### config.mk
export PLATFORM = sky130hd
export DESIGN_NAME = splash_position_controller
export DESIGN_NICKNAME = d
export VERILOG_FILES = /design/src/rtl/splash_position_controller.sv
export SDC_FILE = /design/constraint.sdc
export NUM_CORES = 1
export LEC_CHECK = 0
export ABC_CLOCK_PERIOD_IN_PS = 2200
export CAP_MARGIN = 30
export CORE_AREA = 2 2 82 84
export CTS_BUF_LIST = sky130_fd_sc_hd__clkbuf_4 sky130_fd_sc_hd__clkbuf_8
export DETAILED_ROUTE_END_ITERATION = 12
export DIE_AREA = 0 0 84 86
export DONT_BUFFER_PORTS = 1
export HOLD_SLACK_MARGIN = 0.15
export PLACE_DENSITY = 0.78
export SLEW_MARGIN = 0
export SYNTH_ARGS = -nofsm -noshare
export SYNTH_HDL_FRONTEND = slang
export SYNTH_SLANG_ARGS = --single-unit
### constraint.sdc
create_clock -name clk -period 2.2 [get_ports clk]
set_input_delay 0.55 -clock clk [delete_from_list [all_inputs] [get_ports clk]]
set_output_delay 0.55 -clock clk [all_outputs]
set_load 0.05 [all_outputs]
### src/rtl/splash_position_controller.sv
// Hammer-splash placement: clamps a hit to a sprite top-left, holds it for a frame-counted
// show window (retriggerable, with cooldown), and emits a RAM-latency-aligned pixel_visible.
module splash_position_controller #(
  parameter int SPRITE_W        = 100,
  parameter int SPRITE_H        = 100,
  parameter int SCREEN_W        = 640,
  parameter int SCREEN_H        = 480,
  parameter int SHOW_FRAMES     = 30,
  parameter int COOLDOWN_FRAMES = 4,
  parameter int PIPE_DELAY      = 2
) (
  input  logic       clk,
  input  logic       reset,
  input  logic       frame_tick,
  input  logic       hit,
  input  logic [9:0] hit_x,
  input  logic [8:0] hit_y,
  input  logic [9:0] x,
  input  logic [8:0] y,
  output logic [9:0] sprite_x,
  output logic [8:0] sprite_y,
  output logic       active,
  output logic       pixel_visible,
  output logic       done
);

  localparam logic [10:0] HALF_W = 11'(SPRITE_W / 2);
  localparam logic [10:0] MAX_X  = 11'(SCREEN_W - SPRITE_W);
  localparam logic [10:0] SPR_W  = 11'(SPRITE_W);
  localparam logic [9:0]  HALF_H = 10'(SPRITE_H / 2);
  localparam logic [9:0]  MAX_Y  = 10'(SCREEN_H - SPRITE_H);
  localparam logic [9:0]  SPR_H  = 10'(SPRITE_H);

  localparam int CNT_MAX = (SHOW_FRAMES > COOLDOWN_FRAMES) ? SHOW_FRAMES : COOLDOWN_FRAMES;
  localparam int CNT_W   = (CNT_MAX <= 2) ? 1 : $clog2(CNT_MAX);
  localparam logic [CNT_W-1:0] SHOW_LOAD = CNT_W'(SHOW_FRAMES - 1);
  localparam logic [CNT_W-1:0] COOL_LOAD = CNT_W'((COOLDOWN_FRAMES == 0) ? 0 : COOLDOWN_FRAMES - 1);

  typedef enum logic [1:0] {IDLE, ARM, SHOW, COOL} state_t;

  function automatic logic [9:0] clamp_left(input logic [9:0] cx);
    logic [10:0] left;
    left = ({1'b0, cx} >= HALF_W) ? ({1'b0, cx} - HALF_W) : 11'd0;
    if (left > MAX_X) left = MAX_X;
    return left[9:0];
  endfunction

  function automatic logic [8:0] clamp_top(input logic [8:0] cy);
    logic [9:0] top;
    top = ({1'b0, cy} >= HALF_H) ? ({1'b0, cy} - HALF_H) : 10'd0;
    if (top > MAX_Y) top = MAX_Y;
    return top[8:0];
  endfunction

  state_t           state, next_state;
  logic [9:0]       pend_x, hit_cx;
  logic [8:0]       pend_y, hit_cy;
  logic             retrig, retrig_nxt;
  logic [CNT_W-1:0] cnt, cnt_nxt;
  logic             cap_pend, load_sprite, load_from_hit;
  logic             active_nxt, done_nxt, expire;

  assign hit_cx = clamp_left(hit_x);
  assign hit_cy = clamp_top(hit_y);
  assign expire = frame_tick && !retrig && (cnt == '0);

  always_ff @(posedge clk) begin
    if (reset) state <= IDLE;
    else       state <= next_state;
  end

  always_comb begin
    next_state = state;
    case (state)
      IDLE:    if (hit) next_state = ARM;
      ARM:     if (frame_tick) next_state = SHOW;
      SHOW:    if (expire) next_state = (COOLDOWN_FRAMES == 0) ? IDLE : COOL;
      COOL:    if (frame_tick && cnt == '0) next_state = IDLE;
      default: next_state = IDLE;
    endcase
  end

  always_comb begin
    cap_pend      = 1'b0;
    load_sprite   = 1'b0;
    load_from_hit = 1'b0;
    cnt_nxt       = cnt;
    retrig_nxt    = 1'b0;
    active_nxt    = active;
    done_nxt      = 1'b0;
    case (state)
      IDLE: cap_pend = hit;
      ARM: begin
        cap_pend = hit;
        if (frame_tick) begin
          load_sprite   = 1'b1;
          load_from_hit = hit;
          active_nxt    = 1'b1;
          cnt_nxt       = SHOW_LOAD;
        end
      end
      SHOW: begin
        cap_pend   = hit;
        retrig_nxt = retrig;
        if (frame_tick) begin
          // A pending retrigger outranks expiry; a same-cycle hit arms the following tick.
          if (retrig) begin
            load_sprite = 1'b1;
            cnt_nxt     = SHOW_LOAD;
            retrig_nxt  = 1'b0;
          end else if (cnt == '0) begin
            active_nxt = 1'b0;
            done_nxt   = 1'b1;
            cnt_nxt    = COOL_LOAD;
          end else begin
            cnt_nxt = cnt - 1'b1;
          end
        end
        if (hit && !expire) retrig_nxt = 1'b1;
      end
      COOL: if (frame_tick && cnt != '0) cnt_nxt = cnt - 1'b1;
      default: ;
    endcase
  end

  always_ff @(posedge clk) begin
    if (reset) begin
      pend_x   <= '0;
      pend_y   <= '0;
      sprite_x <= '0;
      sprite_y <= '0;
      retrig   <= 1'b0;
      cnt      <= '0;
      active   <= 1'b0;
      done     <= 1'b0;
    end else begin
      if (cap_pend) begin
        pend_x <= hit_cx;
        pend_y <= hit_cy;
      end
      if (load_sprite) begin
        sprite_x <= load_from_hit ? hit_cx : pend_x;
        sprite_y <= load_from_hit ? hit_cy : pend_y;
      end
      retrig <= retrig_nxt;
      cnt    <= cnt_nxt;
      active <= active_nxt;
      done   <= done_nxt;
    end
  end

  logic [10:0] x_end;
  logic [9:0]  y_end;
  logic        vis_raw;

  assign x_end   = {1'b0, sprite_x} + SPR_W;
  assign y_end   = {1'b0, sprite_y} + SPR_H;
  assign vis_raw = active && (x >= sprite_x) && ({1'b0, x} < x_end)
                          && (y >= sprite_y) && ({1'b0, y} < y_end);

  generate
    if (PIPE_DELAY == 0) begin : g_nopipe
      assign pixel_visible = vis_raw;
    end else begin : g_pipe
      logic vis_pipe [PIPE_DELAY];
      always_ff @(posedge clk) begin
        if (reset) begin
          for (int i = 0; i < PIPE_DELAY; i++) vis_pipe[i] <= 1'b0;
        end else begin
          vis_pipe[0] <= vis_raw;
          for (int i = 1; i < PIPE_DELAY; i++) vis_pipe[i] <= vis_pipe[i-1];
        end
      end
      assign pixel_visible = vis_pipe[PIPE_DELAY-1];
    end
  endgenerate

endmodule

# Yosys cells after proc, flatten, opt, wreduce, memory -nomap -nowiden
# Memory sizes are Yosys's and may differ from the RTL's.
# Index checks and enable logic that the tools add are counted.
[totals]
output_inout_bits = 22
inputBits = 42
ff_bits = 48
wordCells = 98
ram_bits = 2
memories = 1
[memory_table]
columns = ["memory", "words", "word_bits", "rd", "rd_clocked_by_memory_dff", "write_ports", "line_no", "text"]
rows = [
  ["g_pipe.vis_pipe", 2, 1, 2, 0, 2, "165", "logic vis_pipe [PIPE_DELAY];"],
]
[classes]
bitwise = 4
n_eq_ne = 11
n_lt_le_gt_ge = 8
muxes = 37
reduce_logical = 23
n_addsub = 5
[op_table]
columns = ["cell", "n"]
rows = [
  ["10-bit two-way mux", 3],
  ["5-bit two-way mux", 5],
  ["1-bit two-way mux", 18],
  ["9-bit two-way mux", 2],
  ["2-bit inequality test, second input constant", 8],
  ["5-bit case mux with 3 select lines", 1],
  ["10-bit by 7-bit adder with 11-bit output, second input constant", 1],
  ["11-bit by 10-bit > comparator with 1-bit output, second input constant", 1],
  ["10-bit by 11-bit less-than comparator with 1-bit output", 1],
  ["11-bit two-way mux", 1],
  ["10-bit by 6-bit subtractor with 11-bit output, second input constant", 1],
  ["9-bit by 7-bit adder with 10-bit output, second input constant", 1],
  ["10-bit >= comparator", 1],
  ["10-bit by 6-bit >= comparator with 1-bit output, second input constant", 1],
  ["10-bit by 9-bit > comparator with 1-bit output, second input constant", 1],
  ["9-bit by 10-bit less-than comparator with 1-bit output", 1],
  ["9-bit by 6-bit subtractor with 10-bit output, second input constant", 1],
  ["9-bit by 6-bit >= comparator with 1-bit output, second input constant", 1],
  ["9-bit >= comparator", 1],
  ["1-bit logical AND", 9],
  ["2-bit two-way mux", 4],
  ["2-bit case mux with 4 select lines", 1],
  ["4-bit AND reduction", 2],
  ["5-bit logical NOT", 1],
  ["other kinds (15)", 21],
]

# Logic depth before layout (Yosys ltp)
[depth]
depth_word = 6
mapped_depth = 9
mapped_depth_nobuf = 9

# Least setup slack after synthesis
# No wires, ideal clock.
[synth_timing]
path_kind = "register to register"
startpoint = "register sprite_y[2]"
endpoint = "memory g_pipe.vis_pipe[0][0]"
slack_ns = -0.106
t_arrival_ns = 2.214
path_buffers = 0
setup_ns = 0.092
t_required_ns = 2.108
path_stages_with_launch = 10
period_less_slack_ns = 2.306
path_cell_list = "dfxtp_1 > ha_1 > a21oi_1 > xnor2_1 > ha_1 > o21a_1 > o21ai_0 > a21oi_1 > o31a_1 > nor4_1"
[synth_rtl]
columns = ["element", "line_no", "text"]
rows = [
  ["from (decl)", "21", "output logic [8:0] sprite_y,"],
  ["from (signal assigned)", "143", "sprite_y <= load_from_hit ? hit_cy : pend_y;"],
  ["to (decl)", "165", ""],
]

==> impl_metrics.json <==
{
  "antenna_found_initial": 0,
  "synth-edff-count": 0,
  "ff_latch_area_um2": 1010,
  "dpl_cell_area_um2": 4050,
  "post_cts_buffers": 0,
  "die_w_um": 84,
  "antenna_cells": 0,
  "ios": 64,
  "initial_utilization_pct": 59.4,
  "fp-row-count": 29,
  "syn_area_um2": 3730,
  "rsz0062_at_grt": "false",
  "async_reset_ff_share_pct": 0,
  "ir_drop_uv": 515,
  "maxSlewViolCount": 0,
  "cts_tree": "done",
  "leakage_nw": 1.60,
  "worstPathCellList": "ha_1, a21oi_1, nand2_1, nand2_1, xnor2_1, ha_1, a211oi_1, a21boi_0, nor4_1",
  "synth-seq-area-share_pct": 26.8,
  "ys_types": 61,
  "insertion_delay_ns": 0.31,
  "nets": 580,
  "grt_max_degree": 53,
  "vias_per_cell": 6.05,
  "power.density_nw_per_um2": 704,
  "detail_route.wl_per_cell_um": 15.2,
  "syn-num-nets": 555,
  "criticalPathCategory": "reg2reg",
  "cts_root_buffer": "clkbuf_8",
  "drt_wl_total_um": 8730,
  "required_ns": 2.41,
  "cts_buffer_depth": 2,
  "cpPeakStageDelay_ns": 0.35,
  "first_pass_iters": 4,
  "numCtsBuffers": 5,
  "hp-class": "in2reg",
  "final_layout_size_suffix_gt1_share_pct": 14.1,
  "critPathSlowestCell": "dfxtp_2",
  "cp_max_fo": 4,
  "ys.flop_type": "dfxtp_1",
  "cts_resized": 0,
  "cts_hold_buffers": 0,
  "num_vias": 3469,
  "cts.sinks": 50,
  "fin_crit_sh_pct": 95.1,
  "period_minus_slack_ns": 2.09,
  "cp.buffers_inverters": 0,
  "ys_ff_latch": 50,
  "drc": 0,
  "syn2layout_area_growth_pct": 12.2,
  "finalHoldWorstSlack_ns": 0.313,
  "drv_cap": 0,
  "floorplan.die_area_um2": 7220,
  "numPortBuffers": 0,
  "cts_max_level": 2,
  "synth_warnings": 0,
  "finClkSkew_ns": 0.0105,
  "die_h_um": 86,
  "status": "finished clean",
  "fill_cells": 530,
  "cp_data_arrival_time_ns": 2.30,
  "end_kind": "flip-flop",
  "slew_headroom_pct": 59.4,
  "cp-start-kind": "flip-flop",
  "clk_pin_slew_ns": 0.09,
  "drtIter0Drc": 217,
  "max_freq_ghz": 0.478,
  "grt.overflow.total": 0,
  "core_um2": 6280,
  "postLayoutCellArea_um2": 4180,
  "grt_pass1_wl_um": 14500,
  "crit_family": "compound AO/OA/AOI/OAI gates",
  "grt_use_total_pct": 24.1,
  "synthCells": 470,
  "synth.avg_cell_area_um2": 7.94,
  "hold_viol": 0,
  "setup_viol": 0,
  "worstMarginPinSlew_ns": 0.607,
  "grt_pass1_vias": 3158,
  "ant_nets": 0,
  "place_congestion": 0.831,
  "dpl.hpwl_um": 6880,
  "multiInputGateArea_um2": 2550
}
==> flip-flops by register name, indices dropped and copies added (netlist names) <==
name             cells
sprite_y             9
retrig               1
done                 1
cnt                  5
active               1
sprite_x            10
g_pipe.vis_pipe      2
state                2
pend_y               9
pend_x              10
==> worst paths after layout <==
| path | startpoint | to | slack (ns) | cells past startpoint |
|---|---|---|---|---|
| max | sprite_x[2]$_SDFFE_PP0P_ | g_pipe.vis_pipe[0][0]$_SDFF_PP0_ | 0.11 | 9 |
| min | reset | sprite_x[6]$_SDFFE_PP0P_ | 0.31 | 1 |
| max reg2reg | sprite_x[2]$_SDFFE_PP0P_ | g_pipe.vis_pipe[0][0]$_SDFF_PP0_ | 0.11 | 9 |
| min reg2reg | pend_x[1]$_SDFFE_PP0P_ | pend_x[1]$_SDFFE_PP0P_ | 0.46 | 2 |
==> final cells by class <==
type                       instances  share of cell area, %
tap                               77                   2.30
timing repair buffer              39                   7.00
multi-input combinational        366                   60.9
inverter                          33                   2.96
clock inverter                     2                  0.897
clock buffer                       6                   1.82
sequential                        50                   24.1
==> cells in the mapped netlist (2+ instances only) <==
master / count / area share (%)
dfxtp_1: 50 / 27
ha_1: 43 / 14
nor2_1: 43 / 4.3
nand2_1: 42 / 4.2
a21oi_1: 40 / 5.4
inv_1: 33 / 3.3
o21ai_0: 24 / 3.2
nor3_1: 21 / 2.8
clkbuf_1: 18 / 1.8
xnor2_1: 17 / 4.0
nand2b_1: 13 / 2.2
a211oi_1: 9 / 1.8
a221oi_1: 8 / 1.9
nand3_1: 8 / 1.1
nor2b_1: 8 / 1.3
a21o_1: 5 / 1.0
nor4_1: 5 / 0.84
nor4b_1: 5 / 1.2
o221ai_1: 5 / 1.2
a311oi_1: 4 / 0.94
a31oi_1: 4 / 0.67
and2_1: 4 / 0.67
a21boi_0: 3 / 0.60
and3_1: 3 / 0.50
buf_2: 3 / 0.40
nand4_1: 3 / 0.50
o21a_1: 3 / 0.60
o22ai_1: 3 / 0.50
xor2_1: 3 / 0.70
a2111oi_0: 2 / 0.47
a32o_1: 2 / 0.54
a32oi_1: 2 / 0.47
nor3b_1: 2 / 0.40
o2111ai_1: 2 / 0.47
o21bai_1: 2 / 0.40
o32ai_2: 2 / 0.87
or4_1: 2 / 0.40
==> placed cells by master (no fill, tap or decap), types with 4 or more instances in the layout <==
| cell | instances |
|---|---|
| nor3_1 | 21 |
| nand3_1 | 8 |
| a311oi_1 | 4 |
| nand2b_1 | 13 |
| inv_1 | 33 |
| a221oi_1 | 8 |
| and2_1 | 4 |
| o221ai_1 | 5 |
| a31oi_1 | 4 |
| nor2_1 | 43 |
| ha_1 | 42 |
| nand2_1 | 41 |
| clkbuf_8 | 5 |
| a211oi_1 | 9 |
| nor2b_1 | 8 |
| o21ai_0 | 24 |
| nor4b_1 | 4 |
| buf_4 | 39 |
| dfxtp_1 | 45 |
| xnor2_1 | 17 |
| a21o_1 | 5 |
| dfxtp_2 | 5 |
| a21oi_1 | 39 |
==> layer usage <==
| layer | routed length, µm | global-route usage, % | vias up |
|---|---|---|---|
| met5 | 0 | 0 | - |
| met3 | 529 | 4.33 | 13 |
| met1 | 4150 | 34.3 | 1581 |
| met4 | 131 | 7.33 | 0 |
| met2 | 3910 | 37.2 | 112 |
| li1 | - | - | 1763 |
==> kinds of logic (layout without fill, tap and decap cells) <==
group                    count (synthesis)  after routing  synth area share [%]
AO/OA/AOI/OAI                          137            137                  25.9
multiplexers                             2              2                 0.570
adder cells (fa/ha/maj)                 43             43                  14.4
AND/OR/NAND/NOR                        164            164                  22.0
flip-flops                              50             50                  26.8
buffers and inverters                   54             80                  5.53
XOR/XNOR                                20             20                  4.70
==> report_power, final <==
group	leakage [nW]	internal, mW	switching, mW
logic	1.14	0.485	0.671
clock network	0.0548	0.352	0.304
registers	0.411	1.02	0.118
total	1.60	1.85	1.09
==> stage by stage <==
| step | TNS (ns) | std cells | util, % | worst slack [ns] | total power, mW |
|---|---|---|---|---|---|
| floorplan | 0 | 470 | - | 0.00745 | 2.00 |
| global placement | 0 | 565 | 64.5 | 0.00291 | 2.24 |
| detailed placement | -0.481 | 565 | 64.5 | -0.0991 | 2.27 |
| CTS | 0 | 573 | 66.3 | 0.0713 | 2.92 |
| global route | 0 | 573 | 66.7 | 0.00212 | 3.15 |
| finish | 0 | 573 | 66.7 | 0.107 | 2.95 |
(Power assumes the default switching activity.)
